File: src/rtl/play_pkg.sv
// Shared types and constants for the play_sched keyboard/song display scheduler.
package play_pkg;

  typedef enum logic [2:0] {
    IDLE,
    MANUAL,
    HOLDOFF,
    AUTO_PLAY,
    AUTO_GAP
  } state_t;

  localparam logic [2:0] KEY_NONE = 3'd7;
  localparam logic [1:0] TONE_OFF = 2'b00;

  // Song entry layout: {tone[7:6], note[5:3], dur[2:0]}
  localparam int ROM_TONE_HI = 7;
  localparam int ROM_TONE_LO = 6;
  localparam int ROM_NOTE_HI = 5;
  localparam int ROM_NOTE_LO = 3;
  localparam int ROM_DUR_HI  = 2;
  localparam int ROM_DUR_LO  = 0;

endpackage

File: src/rtl/play_sched_if.sv
// Key/switch inputs and lattice/buzzer outputs of play_sched, grouped as one bundle.
interface play_sched_if;
  logic [6:0] key_in;
  logic [1:0] tone_sw;
  logic       play_start;
  logic       play_stop;
  logic [2:0] unable;
  logic [1:0] tone;
  logic       note_valid;
  logic       src_auto;
  logic [7:0] song_idx;
  logic       song_done;

  modport master (
    output key_in, tone_sw, play_start, play_stop,
    input  unable, tone, note_valid, src_auto, song_idx, song_done
  );

  modport slave (
    input  key_in, tone_sw, play_start, play_stop,
    output unable, tone, note_valid, src_auto, song_idx, song_done
  );
endinterface

File: src/rtl/play_sched_song_rom.sv
// Song table for the auto-play sequencer; pure combinational lookup, unused addresses read as a 1-beat rest.
module song_rom (
  input  logic [7:0] i_addr,
  output logic [7:0] o_entry
);
  always_comb begin
    case (i_addr)
      8'd0:    o_entry = 8'h81;
      8'd1:    o_entry = 8'h4A;
      8'd2:    o_entry = 8'hF8;
      8'd3:    o_entry = 8'h90;
      8'd4:    o_entry = 8'hA0;
      8'd5:    o_entry = 8'hB1;
      8'd6:    o_entry = 8'h58;
      8'd7:    o_entry = 8'h60;
      8'd8:    o_entry = 8'h69;
      8'd9:    o_entry = 8'hF8;
      8'd10:   o_entry = 8'h88;
      8'd11:   o_entry = 8'h98;
      8'd12:   o_entry = 8'hA8;
      8'd13:   o_entry = 8'hB0;
      8'd14:   o_entry = 8'h40;
      8'd15:   o_entry = 8'hF9;
      default: o_entry = 8'hF8;
    endcase
  end
endmodule

File: src/rtl/play_sched.sv
// Shares the lattice display and note path between live keys (always preempting) and the song sequencer.
// Optional feature macro SONG_LOOP_EN: repeat the song from entry 0 until play_stop.
module play_sched
  import play_pkg::*;
#(
  parameter int BEAT_DIV   = 50000,
  parameter int HOLD_BEATS = 4,
  parameter int SONG_LEN   = 16
) (
  input  logic        sysclk,
  input  logic        rst,
  play_sched_if.slave bus
);
  localparam int BW = $clog2(BEAT_DIV);
  localparam int HW = (HOLD_BEATS > 1) ? $clog2(HOLD_BEATS) : 1;

  state_t      r_state;
  logic [6:0]  r_key_q;
  logic [BW-1:0] r_beat_cnt;
  logic [2:0]  r_dur_cnt;
  logic [HW-1:0] r_hold_cnt;
  logic        r_paused;
  logic [7:0]  r_song_idx;
  logic [2:0]  r_unable;
  logic [1:0]  r_tone;
  logic        r_note_valid;
  logic        r_src_auto;
  logic        r_song_done;

  state_t      w_state_nxt;
  logic [7:0]  w_idx_nxt;
  logic        w_paused_nxt;
  logic        w_done_nxt;
  logic [2:0]  w_unable_nxt;
  logic [1:0]  w_tone_nxt;
  logic        w_note_valid_nxt;
  logic        w_src_auto_nxt;
  logic [7:0]  w_rom;
  logic [7:0]  w_idx_inc;
  logic [2:0]  w_key_enc;
  logic        w_manual_req;
  logic        w_tick;
  logic        w_idx_last;
  logic        w_hold_last;
  logic        w_enter;

  assign w_manual_req = |r_key_q;
  assign w_tick       = (r_beat_cnt == BW'(BEAT_DIV - 1));
  assign w_idx_last   = (r_song_idx == 8'(SONG_LEN - 1));
  assign w_idx_inc    = w_idx_last ? 8'd0 : r_song_idx + 8'd1;
  assign w_hold_last  = (r_hold_cnt == HW'(HOLD_BEATS - 1));
  assign w_enter      = (w_state_nxt != r_state);

  // The ROM is addressed with the entry about to be shown so outputs and dur load line up.
  song_rom u_song_rom (
    .i_addr  (w_idx_nxt),
    .o_entry (w_rom)
  );

  // Lowest pressed key wins.
  always_comb begin
    w_key_enc = KEY_NONE;
    for (int k = 6; k >= 0; k--) begin
      if (r_key_q[k]) w_key_enc = 3'(k);
    end
  end

  // State register plus registered outputs.
  always_ff @(posedge sysclk) begin
    // NOTE: every clocked assignment is non-blocking so all registers see pre-edge values.
    if (rst) begin
      r_state      <= IDLE;
      r_key_q      <= '0;
      r_paused     <= 1'b0;
      r_song_idx   <= '0;
      r_unable     <= KEY_NONE;
      r_tone       <= TONE_OFF;
      r_note_valid <= 1'b0;
      r_src_auto   <= 1'b0;
      r_song_done  <= 1'b0;
    end else begin
      r_state      <= w_state_nxt;
      r_key_q      <= bus.key_in;
      r_paused     <= w_paused_nxt;
      r_song_idx   <= w_idx_nxt;
      r_unable     <= w_unable_nxt;
      r_tone       <= w_tone_nxt;
      r_note_valid <= w_note_valid_nxt;
      r_src_auto   <= w_src_auto_nxt;
      r_song_done  <= w_done_nxt;
    end
  end

  // Beat, duration and hold-off counters; each restarts on entry to the state that times with it.
  always_ff @(posedge sysclk) begin
    if (rst) begin
      r_beat_cnt <= '0;
      r_dur_cnt  <= '0;
      r_hold_cnt <= '0;
    end else begin
      if (w_enter && (w_state_nxt inside {AUTO_PLAY, AUTO_GAP, HOLDOFF})) r_beat_cnt <= '0;
      else if (w_tick)                                                    r_beat_cnt <= '0;
      else                                                                r_beat_cnt <= r_beat_cnt + 1'b1;

      if (w_enter && w_state_nxt == AUTO_PLAY)          r_dur_cnt <= w_rom[ROM_DUR_HI:ROM_DUR_LO];
      else if (r_state == AUTO_PLAY && w_tick && r_dur_cnt != 3'd0) r_dur_cnt <= r_dur_cnt - 3'd1;

      if (w_enter && w_state_nxt == HOLDOFF)  r_hold_cnt <= '0;
      else if (r_state == HOLDOFF && w_tick)  r_hold_cnt <= r_hold_cnt + 1'b1;
    end
  end

  // Next-state logic; priority is play_stop > manual_req > play_start > tick.
  always_comb begin
    // NOTE: defaults first so no path leaves a variable unassigned (no latch).
    w_state_nxt  = r_state;
    w_idx_nxt    = r_song_idx;
    w_paused_nxt = r_paused;
    w_done_nxt   = 1'b0;
    if (bus.play_stop) begin
      w_state_nxt = IDLE;
      w_idx_nxt   = 8'd0;
    end else begin
      case (r_state)
        IDLE: begin
          if (w_manual_req) w_state_nxt = MANUAL;
          else if (bus.play_start) begin
            w_state_nxt = AUTO_PLAY;
            w_idx_nxt   = 8'd0;
          end
        end
        MANUAL: begin
          if (!w_manual_req) w_state_nxt = r_paused ? HOLDOFF : IDLE;
        end
        HOLDOFF: begin
          if (w_manual_req)              w_state_nxt = MANUAL;
          else if (w_tick && w_hold_last) w_state_nxt = AUTO_PLAY;
        end
        AUTO_PLAY: begin
          if (w_manual_req) begin
            w_state_nxt  = MANUAL;
            w_paused_nxt = 1'b1;
          end else if (w_tick && r_dur_cnt == 3'd0) begin
            w_state_nxt = AUTO_GAP;
          end
        end
        AUTO_GAP: begin
          if (w_manual_req) begin
            w_state_nxt = MANUAL;
            w_idx_nxt   = w_idx_inc;
            w_done_nxt  = w_idx_last;
`ifdef SONG_LOOP_EN
            w_paused_nxt = 1'b1;
`else
            w_paused_nxt = !w_idx_last;
`endif
          end else if (w_tick) begin
            w_idx_nxt  = w_idx_inc;
            w_done_nxt = w_idx_last;
`ifdef SONG_LOOP_EN
            w_state_nxt = AUTO_PLAY;
`else
            w_state_nxt = w_idx_last ? IDLE : AUTO_PLAY;
            if (w_idx_last) w_idx_nxt = r_song_idx;
`endif
          end
        end
        default: w_state_nxt = IDLE;
      endcase
    end
    if (w_state_nxt == IDLE) w_paused_nxt = 1'b0;
  end

  // Output decode from the state being entered, so outputs change on the same edge as the state.
  always_comb begin
    w_unable_nxt     = KEY_NONE;
    w_tone_nxt       = TONE_OFF;
    w_note_valid_nxt = 1'b0;
    w_src_auto_nxt   = 1'b0;
    case (w_state_nxt)
      MANUAL: begin
        w_unable_nxt     = w_key_enc;
        w_tone_nxt       = bus.tone_sw;
        w_note_valid_nxt = 1'b1;
      end
      AUTO_PLAY: begin
        w_unable_nxt     = w_rom[ROM_NOTE_HI:ROM_NOTE_LO];
        w_tone_nxt       = w_rom[ROM_TONE_HI:ROM_TONE_LO];
        w_note_valid_nxt = (w_rom[ROM_NOTE_HI:ROM_NOTE_LO] != KEY_NONE);
        w_src_auto_nxt   = 1'b1;
      end
      AUTO_GAP: w_src_auto_nxt = 1'b1;
      default: ;
    endcase
  end

  assign bus.unable     = r_unable;
  assign bus.tone       = r_tone;
  assign bus.note_valid = r_note_valid;
  assign bus.src_auto   = r_src_auto;
  assign bus.song_idx   = r_song_idx;
  assign bus.song_done  = r_song_done;

endmodule

File: src/flat_wrapper.sv
// flat-port wrapper written by rule: the top's interface ports become plain ports
module play_sched_flat import play_pkg::*;
#(
  parameter int BEAT_DIV   = 50000,
  parameter int HOLD_BEATS = 4,
  parameter int SONG_LEN   = 16
)
  (sysclk, rst, bus_key_in, bus_tone_sw, bus_play_start, bus_play_stop, bus_unable, bus_tone, bus_note_valid, bus_src_auto, bus_song_idx, bus_song_done);
  play_sched_if bus_i ();
  input  logic sysclk;
  input  logic rst;
  input wire logic [$bits(bus_i.key_in)-1:0] bus_key_in;
  input wire logic [$bits(bus_i.tone_sw)-1:0] bus_tone_sw;
  input wire logic [$bits(bus_i.play_start)-1:0] bus_play_start;
  input wire logic [$bits(bus_i.play_stop)-1:0] bus_play_stop;
  output wire logic [$bits(bus_i.unable)-1:0] bus_unable;
  output wire logic [$bits(bus_i.tone)-1:0] bus_tone;
  output wire logic [$bits(bus_i.note_valid)-1:0] bus_note_valid;
  output wire logic [$bits(bus_i.src_auto)-1:0] bus_src_auto;
  output wire logic [$bits(bus_i.song_idx)-1:0] bus_song_idx;
  output wire logic [$bits(bus_i.song_done)-1:0] bus_song_done;
  assign bus_i.key_in = bus_key_in;
  assign bus_i.tone_sw = bus_tone_sw;
  assign bus_i.play_start = bus_play_start;
  assign bus_i.play_stop = bus_play_stop;
  assign bus_unable = bus_i.unable;
  assign bus_tone = bus_i.tone;
  assign bus_note_valid = bus_i.note_valid;
  assign bus_src_auto = bus_i.src_auto;
  assign bus_song_idx = bus_i.song_idx;
  assign bus_song_done = bus_i.song_done;
  play_sched #(.BEAT_DIV(BEAT_DIV), .HOLD_BEATS(HOLD_BEATS), .SONG_LEN(SONG_LEN)) u_core (.sysclk(sysclk), .rst(rst), .bus(bus_i));
endmodule
File: config.mk
export PLATFORM = sky130hd
export DESIGN_NAME = play_sched_flat
export DESIGN_NICKNAME = d
export VERILOG_FILES = /design/src/rtl/play_pkg.sv /design/src/rtl/play_sched_if.sv /design/src/rtl/play_sched_song_rom.sv /design/src/rtl/play_sched.sv /design/src/flat_wrapper.sv
export SDC_FILE = /design/constraint.sdc
export NUM_CORES = 1
export LEC_CHECK = 0
export BUFFER_PORTS_ARGS = -buffer_cell sky130_fd_sc_hd__buf_4
export CORE_ASPECT_RATIO = 1.25
export CORE_MARGIN = 5
export CORE_UTILIZATION = 48
export DETAILED_ROUTE_END_ITERATION = 16
export PLACE_DENSITY = 0.69
export SLEW_MARGIN = 30
export SYNTH_ARGS = -nofsm -noshare
export SYNTH_HDL_FRONTEND = slang
export SYNTH_HIERARCHICAL = 1
export SYNTH_SLANG_ARGS = --single-unit
File: constraint.sdc
create_clock -name sysclk -period 5.75 [get_ports sysclk]
set_input_delay 0.575 -clock sysclk [delete_from_list [all_inputs] [get_ports sysclk]]
set_output_delay 0.575 -clock sysclk [all_outputs]
set_load 0.03 [all_outputs]
# == After elaboration in Yosys (flattened, before gate mapping) ==
# Memory sizes are Yosys's and may differ from the RTL's.
# Cells that the tools add are included.
# Widths: inputs -> output; s select.
# totals
n_memories,1
register_bits,48
inputBits,13
latch_bits,0
mem_bits_ro,112
mem_bits_rw,0
# classes
mux,40
n_shift,0
n_mul,0
addsub,4
div_mod_pow,0
eq_ne,15
bitwise_logic,2
n_reduce_logical,24
n_lt_le_gt_ge,0
# mem_list
memory,words,word_bits,rd,rd_clocked_by_memory_dff,write_ports,line_no,source
(no name shown),16,7,1,0,0,play_sched_song_rom.sv:7,case (i_addr)
# op_table
operator,count
$mux 8,8
$mux 3,16
$add 16x1->16 const B,1
$eq 16x16->1 const B,1
$pmux 8 s2,1
$pmux 3 s5,1
$eq 3x2->1 const B,4
$logic_not 3->1,3
$add 8x1->8 const B,1
$eq 8x4->1 const B,1
$logic_and 1x1->1,8
$mux 2,4
$reduce_or 7->1,1
$eq 3x1->1 const B,2
$eq 3x3->1 const B,2
$mux 1,6
$pmux 3 s2,1
$reduce_bool 3->1,2
$reduce_or 2->1,3
$reduce_or 3->1,2
$logic_not 4->1,1
$ne 2x1->1 const B,2
$pmux 1 s2,2
$pmux 2 s2,1
other kinds (9),11

# == Longest topological paths before layout ==
# logic_depth
ltp_word,11
mapped_depth,16
depth_no_buf,15

# == Cells and area by module ==
# Netlist, hierarchy kept.
# modules_own_cells
module,area_per_inst_um2,seq_area_each_um2,cells_per_inst,n_inst
play_sched,2439.8,960.9,276,1
song_rom,272.8,0.0,36,1

# == Worst setup path before layout ==
# Ideal clock, no wire load.
# synth_path
path_type,flip-flop to flip-flop
from,"register u_core.r_song_idx[0], in the netlist u_core/bus.song_idx[0]"
to,"register u_core.r_unable[1], in the netlist u_core/bus.unable[1]"
required_ns,5.649
arrival_ns,3.078
stages_incl_launch_ff,15
slack_ns,2.571
synth_period_minus_slack_ns,3.179
path_cell_list,dfxtp_1 ha_1 nand3_1 nor2b_1 inv_1 ha_1 nand3_1 o21ai_0 a211oi_1 inv_1 ha_1 a211oi_1 o21ai_0 nor2_1 o41ai_1
# synth_between
elab_chain_len,10
elab_cells_between_ends,21
cone_classes,add/sub (1); eq/ne (3); mux (15); reduce/logical (1); memory (1)
# synth_rtl
element,line_no,source
start: declaration,play_sched.sv:23,logic [7:0] r_song_idx;
start signal: assignment,play_sched.sv:85,r_song_idx <= w_idx_nxt;
$add 8x1->8 or $eq 8x4->1 (tied branches),"play_sched.sv:50, play_sched.sv:49",
$mux 8,play_sched.sv:50,assign w_idx_inc = w_idx_last ? 8'd0 : r_song_idx + 8'd1;
$mux 8,play_sched.sv:164,if (w_idx_last) w_idx_nxt = r_song_idx;
$mux 8,play_sched.sv:157,end else if (w_tick) begin
$mux 8,play_sched.sv:148,if (w_manual_req) begin
$pmux 8 s2 (*),play_sched.sv:124,case (r_state)
$mux 8 (*),play_sched.sv:120,if (bus.play_stop) begin
named net u_core.w_idx_nxt[0],play_sched.sv:31,logic [7:0] w_idx_nxt;
$mem_v2 16x7 (*),-,
$mux 8 (*),play_sched_song_rom.sv:7,
named net u_core.w_rom[4],play_sched.sv:38,logic [7:0] w_rom;
$pmux 3 s2 (*),play_sched.sv:180,case (w_state_nxt)
end signal: assignment,play_sched.sv:86,r_unable <= w_unable_nxt;
end: declaration,play_sched.sv:24,logic [2:0] r_unable;
# Mark *: on every way through the listed nets, which the timed path passes. The rest lies on a longest branch.
# A chain may end at the register's enable or synchronous reset.

# == Worst setup path after layout ==
# layout_path
from,register u_core.r_beat_cnt[0]
to,"register u_core.r_unable[1], in the netlist u_core/bus.unable[1]"
# layout_between
elab_chain_len,8
elab_cells_between_ends,21
cone_classes,eq/ne (3); mux (14); reduce/logical (3); memory (1)
# layout_rtl
element,line_no,source
start: declaration,play_sched.sv:19,logic [BW-1:0] r_beat_cnt;
start signal: assignment,play_sched.sv:103,else r_beat_cnt <= r_beat_cnt + 1'b1;
$eq 16x16->1,play_sched.sv:48,assign w_tick = (r_beat_cnt == BW'(BEAT_DIV - 1));
$mux 8,play_sched.sv:157,
$mux 8,play_sched.sv:148,
$pmux 8 s2,play_sched.sv:124,
$mux 8,play_sched.sv:120,
named net u_core.w_idx_nxt[0],play_sched.sv:31,
$mem_v2 16x7,-,
$mux 8,play_sched_song_rom.sv:7,
named net u_core.w_rom[4],play_sched.sv:38,
$pmux 3 s2,play_sched.sv:180,
# The timed path passes the listed nets, and every way through them passes these cells.

==> results.yml <==
synthesis:
  synthMuxAreaShare: 0.0281
  synth_compound_area_frac: 0.143
  syn-num-nets: 336
  synthesis.area_um2: 2710
  synth_area_leaders: "dfxtp_1 (35%), ha_1 (5.1%), nor2_1 (4.2%)"
  synth_seq_cells: 48
  yosysTopAreaCell: "dfxtp_1"
  synth_top_family_by_area: "simple AND/OR/NAND/NOR gates"
  synthSimpleGateAreaFrac: 0.311
  synthAdderAreaFrac: 0.0507
  yosys.cell_count.top_type: "dfxtp_1"
  synth-xor-area-share: 0.0678
  synth_cell_types: 65
  syn_avg_cell_area_um2: 8.69
  synth_ff_type: "dfxtp_1"
  synth_edf_count: 0
  ys_warn_count: 6
  yosysSeqAreaShare: 0.354
  synth_top_area_share: 0.354
  synthCells: 312
  synth_common_cells: "dfxtp_1 (48), nor2_1 (30), nand2_1 (22)"
  ys_async_sr_fraction: 0
cts:
  cts_tree: "done"
  holdBufCountCts: 0
  clockBufferDepth: 2
  clockRootBuffer: "clkbuf_8"
  clock_latency_ns: 0.30
  cts_sinks: 48
  h-tree-depth: 2
  numCtsBuffers: 5
  clk_pin_slew_ns: 0.09
  cts_resized: 0
  postCtsSetupRepairBufs: 0
sta:
  rsz0062_at_grt: "false"
  max_freq_mhz: 261
  final-hold-violation-count: 0
  slew_headroom: 0.546
  tightest_slew_ns: 0.677
  min_period_ns: 3.82
  slew_viol_final: 0
  setup_tns_ns: 0
  fin_crit_sh: 0.665
  setup_viol: 0
  fin_skew_ns: 0.00410
worst_setup_path:
  crit_path_start: "u_core/r_beat_cnt[0]$_SDFF_PP0_"
  cp-start-kind: "register"
  worstPathRequired_ns: 5.96
  crit_path_end_kind: "register"
  ff2ff_path_depth: 13
  path_max_fanout: 15
  crit_type: "reg -> reg"
  cp.arrival_ns: 4.03
  rr_startpoint: "u_core/r_beat_cnt[0]$_SDFF_PP0_"
power_and_ir_drop:
  p_per_area_nw_per_um2: 215
  ir_drop_mv: 0.198
  finalPower_mw: 0.656
  p_leak_nw: 1.19
drt:
  dr_wl_met3_um: 221
  drt-met1-wl_um: 2430
  first_pass_iters: 4
  drtAntennaViolNets: 0
  totalWireLength_um: 5950
  vias: 2295
  dr_wl_met2_um: 3170
  route.detailed.drc: 0
  via_per_inst: 5.75
  routed.top_layer: "met4"
  drt_iter0_markers: 100
  routedWlPerCell_um: 14.9
job:
  drv_cap: 0
die:
  row_count: 30
  die_y_um: 94.1
  fp.coreArea_um2: 5480
  start_util: 0.495
  die-width_um: 77.2
  io_pins: 29
  die_area_um2: 7260
outcome:
  status: "finished clean"
global_routing:
  grt_max_degree: 34
  grt_pass1_vias: 2270
  antenna_found_initial: 0
  grt_pass1_wl_um: 9970
  grt-ovfl-total: 0
  grt_use_total: 0.166
layout:
  antenna_cells: 0
  drive_gt1_frac: 0.167
  fin_util: 0.558
  final_area_um2: 3060
  area_growth_pct: 12.7
  fin_nets: 358
  layout.cells.non_filler: 399
  fillers: 515
worst_hold_path:
  hold_class: "in -> reg"
  whs_path_depth: 2
  holdCritStartpoint: "bus_key_in[2]"
place:
  dp_hpwl_um: 4490
  dp.cells: 391
  portBuffers: 28
  dpl_cell_area_um2: 2930
  place_congestion: 0.880
-- flip-flops by register name, indices dropped and copies added, names as in the netlist, 2 cells and up --
register	flops
u_core/bus.unable	3
u_core/r_state	3
u_core/bus.tone	2
u_core/r_beat_cnt	16
u_core/r_key_q	7
u_core/r_hold_cnt	2
u_core/bus.song_idx	8
u_core/r_dur_cnt	3
-- cell usage in the layout (no fill, tap or decap), drive strengths merged, types with 12 or more instances in the layout --
cell and n:
nor3 23, nand2 22, and3 12, nor2 32, a21oi 12, buf 29, dfxtp 48, nor2b 16
o21ai 12
-- kinds of logic after synthesis --
group | Yosys count
flip-flops | 48
buffers and inverters | 25
multiplexers | 6
AND/OR/NAND/NOR | 148
adder cells (fa/ha/maj) | 11
XOR/XNOR | 21
AO/OA/AOI/OAI | 52
other | 1
-- where the power goes --
part | switching [mW] | internal (mW)
Combinational | 0.0324 | 0.0220
Clock | 0.113 | 0.142
Sequential | 0.00689 | 0.340
-- metal layers --
| layer | vias up | global-route usage |
|---|---|---|
| li1 | 1153 | - |
| met1 | 1082 | 0.177 |
| met2 | 47 | 0.305 |
| met3 | 13 | 0.0374 |
| met4 | 0 | 0.0759 |
| met5 | - | 0 |
-- per-stage QoR --
stage	worst slack, ns	hold slack, ns
floorplan	2.57	0.440
global placement	2.02	0.453
detailed placement	1.91	0.474
CTS	1.88	0.472
global route	1.53	0.467
finish	1.93	0.479
-- critical path, cell delays in order, from the launching register on --
cell and delay [ns]:
dfxtp_1 0.37, ha_1 0.19, and3_1 0.24, and4_1 0.56
nor2_1 0.15, nor2_2 0.22, a21oi_1 0.07, a211oi_1 0.59
inv_1 0.18, ha_1 0.38, a211oi_1 0.08, o21ai_0 0.32
nor2_1 0.09, o41ai_1 0.28
-- layout make-up --
type | instances | area [um2] | area share
clock buffers | 6 | 82.6 | 0.0270
clock inverters | 2 | 38.8 | 0.0127
inverters | 11 | 41.3 | 0.0135
multi-input cells | 239 | 1640 | 0.535
flip-flops and latches | 48 | 961 | 0.314
well taps | 64 | 80.1 | 0.0262
repair buffers | 29 | 218 | 0.0712
-- worst paths after layout --
kind	slack (ns)	endpoint
setup reg to reg	1.93	u_core/bus.unable[1]$_SDFF_PP1_
hold reg to reg	0.48	u_core/r_beat_cnt[0]$_SDFF_PP0_
setup / recovery	1.93	u_core/bus.unable[1]$_SDFF_PP1_
hold / removal	0.48	u_core/r_key_q[2]$_SDFF_PP0_
(Power assumes the default switching activity.)
